File: src/rtl/wb_pkg.sv
// Shared types and constants for the Wishbone classic initiator.
package wb_pkg;

    typedef enum logic [1:0] {
        StIdle,
        StBus,
        StResp
    } wb_state_e;

    localparam int unsigned DefTimeoutCycles = 16;
    localparam logic [31:0] TimeoutData      = 32'h0000_0000;

endpackage

File: src/rtl/wb_initiator_if.sv
// Wishbone classic request/response signal bundle between one master and one slave.
interface wb_initiator_if;

    logic        wbm_cyc_o;
    logic        wbm_stb_o;
    logic        wbm_we_o;
    logic [3:0]  wbm_sel_o;
    logic [31:0] wbm_adr_o;
    logic [31:0] wbm_dat_o;
    logic [31:0] wbm_dat_i;
    logic        wbm_ack_i;

    modport master (
        output wbm_cyc_o, wbm_stb_o, wbm_we_o, wbm_sel_o, wbm_adr_o, wbm_dat_o,
        input  wbm_dat_i, wbm_ack_i
    );

    modport slave (
        input  wbm_cyc_o, wbm_stb_o, wbm_we_o, wbm_sel_o, wbm_adr_o, wbm_dat_o,
        output wbm_dat_i, wbm_ack_i
    );

endinterface

File: src/rtl/wb_initiator.sv
// Single-outstanding Wishbone classic initiator: command in, one bus cycle with
// bounded ack wait, response out.
module wb_initiator
    import wb_pkg::*;
#(
    parameter int unsigned TIMEOUT_CYCLES = DefTimeoutCycles
) (
    input  logic           wb_clk_i,
    input  logic           wb_rst_ni,
    input  logic           cmd_valid,
    output logic           cmd_ready,
    input  logic           cmd_we,
    input  logic [31:0]    cmd_adr,
    input  logic [31:0]    cmd_dat,
    input  logic [3:0]     cmd_sel,
    output logic           rsp_valid,
    input  logic           rsp_ready,
    output logic [31:0]    rsp_dat,
    output logic           rsp_err,
    wb_initiator_if.master wbm
);

    localparam int unsigned CntW = $clog2(TIMEOUT_CYCLES + 1);
    localparam logic [CntW-1:0] CntLast = CntW'(TIMEOUT_CYCLES - 1);
    localparam logic [CntW-1:0] CntMax  = CntW'(TIMEOUT_CYCLES);

    wb_state_e     state_q, state_d;
    logic [CntW-1:0] cnt_q, cnt_d;
    logic          we_q, we_d;
    logic [3:0]    sel_q, sel_d;
    logic [31:0]   adr_q, adr_d;
    logic [31:0]   dat_q, dat_d;
    logic [31:0]   rsp_dat_q, rsp_dat_d;
    logic          rsp_err_q, rsp_err_d;

    always_comb begin
        state_d   = state_q;
        cnt_d     = cnt_q;
        we_d      = we_q;
        sel_d     = sel_q;
        adr_d     = adr_q;
        dat_d     = dat_q;
        rsp_dat_d = rsp_dat_q;
        rsp_err_d = rsp_err_q;
        unique case (state_q)
            StIdle: begin
                if (cmd_valid) begin
                    state_d = StBus;
                    cnt_d   = '0;
                    we_d    = cmd_we;
                    sel_d   = cmd_sel;
                    adr_d   = cmd_adr;
                    dat_d   = cmd_dat;
                end
            end
            StBus: begin
                // Ack wins even on the last window cycle.
                if (wbm.wbm_ack_i) begin
                    state_d   = StResp;
                    rsp_dat_d = we_q ? 32'h0 : wbm.wbm_dat_i;
                    rsp_err_d = 1'b0;
                end else begin
                    if (cnt_q != CntMax) cnt_d = cnt_q + CntW'(1);
                    if (cnt_q == CntLast) begin
                        state_d   = StResp;
                        rsp_dat_d = TimeoutData;
                        rsp_err_d = 1'b1;
                    end
                end
            end
            StResp: begin
                if (rsp_ready) state_d = StIdle;
            end
            default: state_d = StIdle;
        endcase
    end

    always_ff @(posedge wb_clk_i or negedge wb_rst_ni) begin
        if (!wb_rst_ni) begin
            state_q   <= StIdle;
            cnt_q     <= '0;
            we_q      <= 1'b0;
            sel_q     <= '0;
            adr_q     <= '0;
            dat_q     <= '0;
            rsp_dat_q <= '0;
            rsp_err_q <= 1'b0;
        end else begin
            state_q   <= state_d;
            cnt_q     <= cnt_d;
            we_q      <= we_d;
            sel_q     <= sel_d;
            adr_q     <= adr_d;
            dat_q     <= dat_d;
            rsp_dat_q <= rsp_dat_d;
            rsp_err_q <= rsp_err_d;
        end
    end

    assign cmd_ready     = (state_q == StIdle);
    assign rsp_valid     = (state_q == StResp);
    assign rsp_dat       = rsp_dat_q;
    assign rsp_err       = rsp_err_q;
    assign wbm.wbm_cyc_o = (state_q == StBus);
    assign wbm.wbm_stb_o = (state_q == StBus);
    assign wbm.wbm_we_o  = we_q;
    assign wbm.wbm_sel_o = sel_q;
    assign wbm.wbm_adr_o = adr_q;
    assign wbm.wbm_dat_o = dat_q;

endmodule

File: src/flat_wrapper.sv
// flat-port wrapper written by rule: the top's interface ports become plain ports
module wb_initiator_flat import wb_pkg::*;
#(
    parameter int unsigned TIMEOUT_CYCLES = DefTimeoutCycles
)
  (wb_clk_i, wb_rst_ni, cmd_valid, cmd_ready, cmd_we, cmd_adr, cmd_dat, cmd_sel, rsp_valid, rsp_ready, rsp_dat, rsp_err, wbm_wbm_cyc_o, wbm_wbm_stb_o, wbm_wbm_we_o, wbm_wbm_sel_o, wbm_wbm_adr_o, wbm_wbm_dat_o, wbm_wbm_dat_i, wbm_wbm_ack_i);
  wb_initiator_if wbm_i ();
  input  logic wb_clk_i;
  input  logic wb_rst_ni;
  input  logic cmd_valid;
  output logic cmd_ready;
  input  logic cmd_we;
  input  logic [31:0] cmd_adr;
  input  logic [31:0] cmd_dat;
  input  logic [3:0] cmd_sel;
  output logic rsp_valid;
  input  logic rsp_ready;
  output logic [31:0] rsp_dat;
  output logic rsp_err;
  output wire logic [$bits(wbm_i.wbm_cyc_o)-1:0] wbm_wbm_cyc_o;
  output wire logic [$bits(wbm_i.wbm_stb_o)-1:0] wbm_wbm_stb_o;
  output wire logic [$bits(wbm_i.wbm_we_o)-1:0] wbm_wbm_we_o;
  output wire logic [$bits(wbm_i.wbm_sel_o)-1:0] wbm_wbm_sel_o;
  output wire logic [$bits(wbm_i.wbm_adr_o)-1:0] wbm_wbm_adr_o;
  output wire logic [$bits(wbm_i.wbm_dat_o)-1:0] wbm_wbm_dat_o;
  input wire logic [$bits(wbm_i.wbm_dat_i)-1:0] wbm_wbm_dat_i;
  input wire logic [$bits(wbm_i.wbm_ack_i)-1:0] wbm_wbm_ack_i;
  assign wbm_wbm_cyc_o = wbm_i.wbm_cyc_o;
  assign wbm_wbm_stb_o = wbm_i.wbm_stb_o;
  assign wbm_wbm_we_o = wbm_i.wbm_we_o;
  assign wbm_wbm_sel_o = wbm_i.wbm_sel_o;
  assign wbm_wbm_adr_o = wbm_i.wbm_adr_o;
  assign wbm_wbm_dat_o = wbm_i.wbm_dat_o;
  assign wbm_i.wbm_dat_i = wbm_wbm_dat_i;
  assign wbm_i.wbm_ack_i = wbm_wbm_ack_i;
  wb_initiator #(.TIMEOUT_CYCLES(TIMEOUT_CYCLES)) u_core (.wb_clk_i(wb_clk_i), .wb_rst_ni(wb_rst_ni), .cmd_valid(cmd_valid), .cmd_ready(cmd_ready), .cmd_we(cmd_we), .cmd_adr(cmd_adr), .cmd_dat(cmd_dat), .cmd_sel(cmd_sel), .rsp_valid(rsp_valid), .rsp_ready(rsp_ready), .rsp_dat(rsp_dat), .rsp_err(rsp_err), .wbm(wbm_i));
endmodule
File: config.mk
export PLATFORM = sky130hd
export DESIGN_NAME = wb_initiator_flat
export DESIGN_NICKNAME = d
export VERILOG_FILES = /design/src/rtl/wb_pkg.sv /design/src/rtl/wb_initiator_if.sv /design/src/rtl/wb_initiator.sv /design/src/flat_wrapper.sv
export SDC_FILE = /design/constraint.sdc
export NUM_CORES = 1
export LEC_CHECK = 0
export ABC_AREA = 0
export CAP_MARGIN = 25
export CORE_ASPECT_RATIO = 0.9
export CORE_MARGIN = 2
export CORE_UTILIZATION = 35
export DETAILED_ROUTE_END_ITERATION = 10
export GPL_TIMING_DRIVEN = 0
export PLACE_DENSITY_LB_ADDON = 0.2
export SYNTH_ARGS = -nofsm -noshare
export SYNTH_HDL_FRONTEND = slang
export SYNTH_SLANG_ARGS = --single-unit
export TNS_END_PERCENT = 30
File: constraint.sdc
create_clock -name wb_clk_i -period 1.9 [get_ports wb_clk_i]
set_input_delay 0.19 -clock wb_clk_i [delete_from_list [all_inputs] [get_ports wb_clk_i]]
set_output_delay 0.19 -clock wb_clk_i [all_outputs]
set_load 0.01 [all_outputs]
# Yosys cells after proc, flatten, opt, wreduce, memory -nomap -nowiden
# Cells that the tools add are included.
word_totals:
  inputBits: 106
  regBits: 109
  out_inout_bits: 106
classes:
  n_reduce_logical: 7
  addsub: 1
  n_eq_ne: 9
  n_mux: 14
op_table:
  columns: ["operator", "count"]
  rows:
  - ["32-bit two-way mux", 3]
  - ["5-bit two-way mux", 3]
  - ["5-bit case mux with 2 select lines", 1]
  - ["2-bit two-way mux", 4]
  - ["2-bit case mux with 3 select lines", 1]
  - ["5-bit by 1-bit adder with 5-bit output, second input constant", 1]
  - ["5-bit by 4-bit equality test with 1-bit output, second input constant", 1]
  - ["5-bit != test, second input constant", 1]
  - ["2-bit by 1-bit != test with 1-bit output, second input constant", 2]
  - ["2-bit != test, second input constant", 2]
  - ["2-bit AND reduction", 2]
  - ["4-bit AND reduction", 1]
  - ["2-bit nonzero test", 2]
  - ["3-bit by 1-bit != test with 1-bit output, second input constant", 1]
  - ["3-bit AND reduction", 1]
  - ["2-bit by 1-bit equality test with 1-bit output, second input constant", 1]
  - ["2-bit equality test, second input constant", 1]
  - ["2-bit logical NOT", 1]
  - ["1-bit two-way mux", 2]

# Logic depth before layout (Yosys ltp)
# Gate-level depths: netlist of the first run.
depth:
  word_depth: 4
  ltp_mapped: 6
  ltp_nobuf: 5

# Least setup slack after synthesis of the first run
# No wires, ideal clock.
synth_timing:
  path_type: "register to register"
  startpoint: "register u_core.cnt_q[0]"
  endpoint: "register u_core.rsp_dat_q[10] (netlist: u_core.rsp_dat[10])"
  path_buffers: 1
  path_slack_ns: 0.287
  stages_incl_launch_ff: 7
  arrival_ns: 1.548
  required_time_ns: 1.835
  setup_time_ns: 0.065
  cell_sequence: "dfrtp_1 -> ha_1 -> and3_1 -> ha_1 -> o21ai_1 -> buf_2 -> a22o_1"
synth_between:
  elab_chain_len: 3
synth_lines:
  columns: ["item", "line", "rtl"]
  rows:
  - ["from (decl)", "wb_initiator.sv:28", "logic [CntW-1:0] cnt_q, cnt_d;"]
  - ["from (signal assigned)", "wb_initiator.sv:90", "cnt_q <= cnt_d;"]
  - ["5-bit by 4-bit equality test with 1-bit output", "wb_initiator.sv:64", "if (cnt_q == CntLast) begin"]
  - ["2-bit nonzero test (no line)", null, null]
  - ["2-bit AND reduction (no line)", null, null]
  - ["to (signal assigned)", "wb_initiator.sv:95", "rsp_dat_q <= rsp_dat_d;"]
  - ["to (decl)", "wb_initiator.sv:33", "logic [31:0] rsp_dat_q, rsp_dat_d;"]
# No other way between the ends.
# A chain may end at the register's enable or synchronous reset.

# Final worst setup path of the first run
layout_timing:
  startpoint: "register u_core.cnt_q[0]"
  endpoint: "register u_core.rsp_dat_q[0] (netlist: u_core.rsp_dat[0])"
# The elaborated chain is that of the path after synthesis.

==> results.sh, run 1 <==
export IMPL_status="finished, final reports clean"
export IMPL_synth_seq_cells=109
export IMPL_power_density_mw_per_mm2=1590
export IMPL_arrival_ps=2050
export IMPL_ant_nets=0
export IMPL_critPathLaunchType="flip-flop"
export IMPL_first_global_vias=3234
export IMPL_min_delay_start="rsp_ready"
export IMPL_fp_dieArea_sq_mm=0.0130
export IMPL_finalMaxSlewViolations=0
export IMPL_synth_nets=378
export IMPL_synthCells=269
export IMPL_synthTopCellsByCount="dfrtp_1, mux2_1, a22o_1"
export IMPL_fill_cells=1016
export IMPL_die_w_um=120
export IMPL_cts_tree="built"
export IMPL_ys_async_sr_fraction=1.00
export IMPL_critPathCaptureType="flip-flop"
export IMPL_netlist_area_leader_share=0.646
export IMPL_grt_pass1_wl_um=16800
export IMPL_cts_buffers=9
export IMPL_cts_num_sinks=109
export IMPL_synth_edf_count=0
export IMPL_num_rows=38
export IMPL_synth_most_common_cell="dfrtp_1"
export IMPL_grt_usage=0.170
export IMPL_avgSynthCellArea_sq_um=15.7
export IMPL_die_y_um=108
export IMPL_crit_path_start="u_core.cnt_q[0]"
export IMPL_syn2layout_area_growth_pct=63.2
export IMPL_cts_root_buf="clkbuf_16"
export IMPL_wirelength_um=10700
export IMPL_place_congestion=0.793
export IMPL_rsz0062_at_grt="false"
export IMPL_drt_iter0_drc=114
export IMPL_start_util=0.354
export IMPL_fmax_ghz=0.568
export IMPL_netlist_area_sq_mm=0.00422
export IMPL_cts_setup_buffers=0
export IMPL_drive_above_1_share=0.100
export IMPL_relSlewSlack=0.553
export IMPL_power_leakage_nw=2.95
export IMPL_post_drt_wl_per_cell_um=16.3
export IMPL_cap_violations=0
export IMPL_skew_ps=2.74
export IMPL_path_class="reg -> reg"
export IMPL_pre_cts_slack_ps=-112
export IMPL_register_area_sq_mm=0.00273
export IMPL_yosysSeqAreaShare=0.646
export IMPL_period_share=0.926
export IMPL_design_core_area_sq_mm=0.0119
export IMPL_ys_flop_type="dfrtp_1"
export IMPL_synthTopCellsByArea="dfrtp_1, mux2_1, a22o_1, mux2_4, buf_2"
export IMPL_grt_overflow=0
export IMPL_final_cells=658
export IMPL_post_route_min_period_ps=1760
export IMPL_placed_cells=641
export IMPL_tns_ps=0
export IMPL_portBuffers=211
export IMPL_worstSkewPairLatency_ps=350
export IMPL_worst_pin_slew_ps=671
export IMPL_hold_class="in -> reg"
export IMPL_io_pin_count=212
export IMPL_worst_hold_slack_ps=407
export IMPL_r2r_start="u_core.cnt_q[0]"
export IMPL_routed_via_density=4.72
export IMPL_synth_largest_area_cell="dfrtp_1"
export IMPL_grt_start_max_net_pins=60
export IMPL_cp_required_ps=2190
export IMPL_cts_htree_levels=3
export IMPL_yosysUniqueCellTypes=30
export IMPL_nNetsFinal=602
export IMPL_worst_slack_ps=141
export IMPL_clk_pin_slew_ps=70
export IMPL_fin_util=0.577
export IMPL_ys_warnings_count=0
export IMPL_peakVddDrop_mv=0.779
export IMPL_vias=3104
export IMPL_worstPathMaxFanout=10
export IMPL_multi_input_area_sq_mm=0.00138
export IMPL_dr_pass1_iters=4
export IMPL_diodes=0
export IMPL_hold_viol=0
export IMPL_dpl_hpwl_um=8010
export IMPL_antenna_found_initial=0
export IMPL_clock_path_buffers=2
export IMPL_drc_errors=0
export IMPL_finalSetupViolCount=0
[layout by cell type, fill, tap and decap left out, drive strengths merged, types with 2 or more instances in the layout]
master         synthesis  final
clkdlybuf4s50          0    208
dfrtp                109    109
mux2                  70     70
a22o                  33     33
buf                   16     18
clkbuf                 0     10
inv                    5      7
nor2                   6      6
a21oi                  4      4
nand2b                 3      3
ha                     3      3
o21ai                  3      3
clkinv                 0      3
and3                   2      2
nor2b                  2      2
[layout make-up]
class / instances / area share
Sequential cell: 109 / 0.396
Timing Repair Buffer: 213 / 0.312
Multi-Input combinational cell: 139 / 0.200
Clock buffer: 9 / 0.0327
Tap cell: 160 / 0.0291
Buffer: 16 / 0.0165
Clock inverter: 7 / 0.0107
Inverter: 5 / 0.00272
[layer usage]
layer / GRT usage / wire, um
met1: 0.211 / 4560
met3: 0.0770 / 1010
met4: 0.0496 / 153
met5: 0 / 0
met2: 0.267 / 5010
[what timing repair did]
item,4_1_cts,5_1_grt
resized for setup,5,4
hold buffers,1,0
endpoints found under the hold margin,50,0
endpoints found under the setup margin,32,31
[flip-flops by register name (all words and copies together) (netlist names)]
| signal | flops |
|---|---|
| u_core.wbm.wbm_we_o | 1 |
| u_core.rsp_dat | 32 |
| u_core.wbm.wbm_dat_o | 32 |
| u_core.wbm.wbm_sel_o | 4 |
| u_core.cnt_q | 5 |
| u_core.wbm.wbm_adr_o | 32 |
| u_core.rsp_err | 1 |
| u_core.state_q | 2 |
[worst paths after layout]
kind / end / slack, ps / depth (start not counted)
max in group asynchronous: u_core.state_q[1] / 740 / 3
hold reg to reg: u_core.wbm.wbm_dat_o[3] / 480 / 1
setup reg to reg: u_core.rsp_dat[0] / 140 / 6
hold / removal: u_core.state_q[1] / 410 / 2
min in group asynchronous: u_core.wbm.wbm_dat_o[9] / 430 / 2
setup / recovery: u_core.rsp_dat[0] / 140 / 6
[critical path, cell delays in order (launching register included)]
cell and delay [ps]:
dfrtp_1 410, ha_1 220, and3_1 150, ha_1 240, o21ai_4 230, buf_2 270
a22o_1 180
[stage by stage]
stage / area (sq um) / total power [W]
5_1_grt: 6890 / 0.0116
3_3_place_gp: 6530 / 0.00904
4_1_cts: 6870 / 0.0111
3_5_place_dp: 6560 / 0.00917
2_1_floorplan: 4220 / 0.00619
6_report: 6890 / 0.0110
[where the power goes]
part | switching [W] | internal, W | total, W
Clock | 0.000847 | 0.00103 | 0.00188
Sequential | 0.000582 | 0.00343 | 0.00401
Combinational | 0.00194 | 0.00314 | 0.00507
Total | 0.00337 | 0.00759 | 0.0110
[logic make-up after synthesis]
logic type / share of synthesized area
AOI/OAI and AO/OA: 0.0922
adders and majority gates: 0.00889
buffers and inverters: 0.0302
muxes: 0.196
and+or+nand+nor: 0.0270
DFF: 0.646
Note: power is estimated with default switching activity, not from simulation.
==> inputs of run 2 (changes only) <==
--- a/config.mk
+++ b/config.mk
@@ -10,6 +10,7 @@
 export CORE_ASPECT_RATIO = 0.9
 export CORE_MARGIN = 2
 export CORE_UTILIZATION = 35
+export CTS_CLUSTER_SIZE = 10
 export DETAILED_ROUTE_END_ITERATION = 10
 export GPL_TIMING_DRIVEN = 0
 export PLACE_DENSITY_LB_ADDON = 0.2
==> results of run 2 <==
The final DEF is identical to that of run 1; final timing and power are the same.
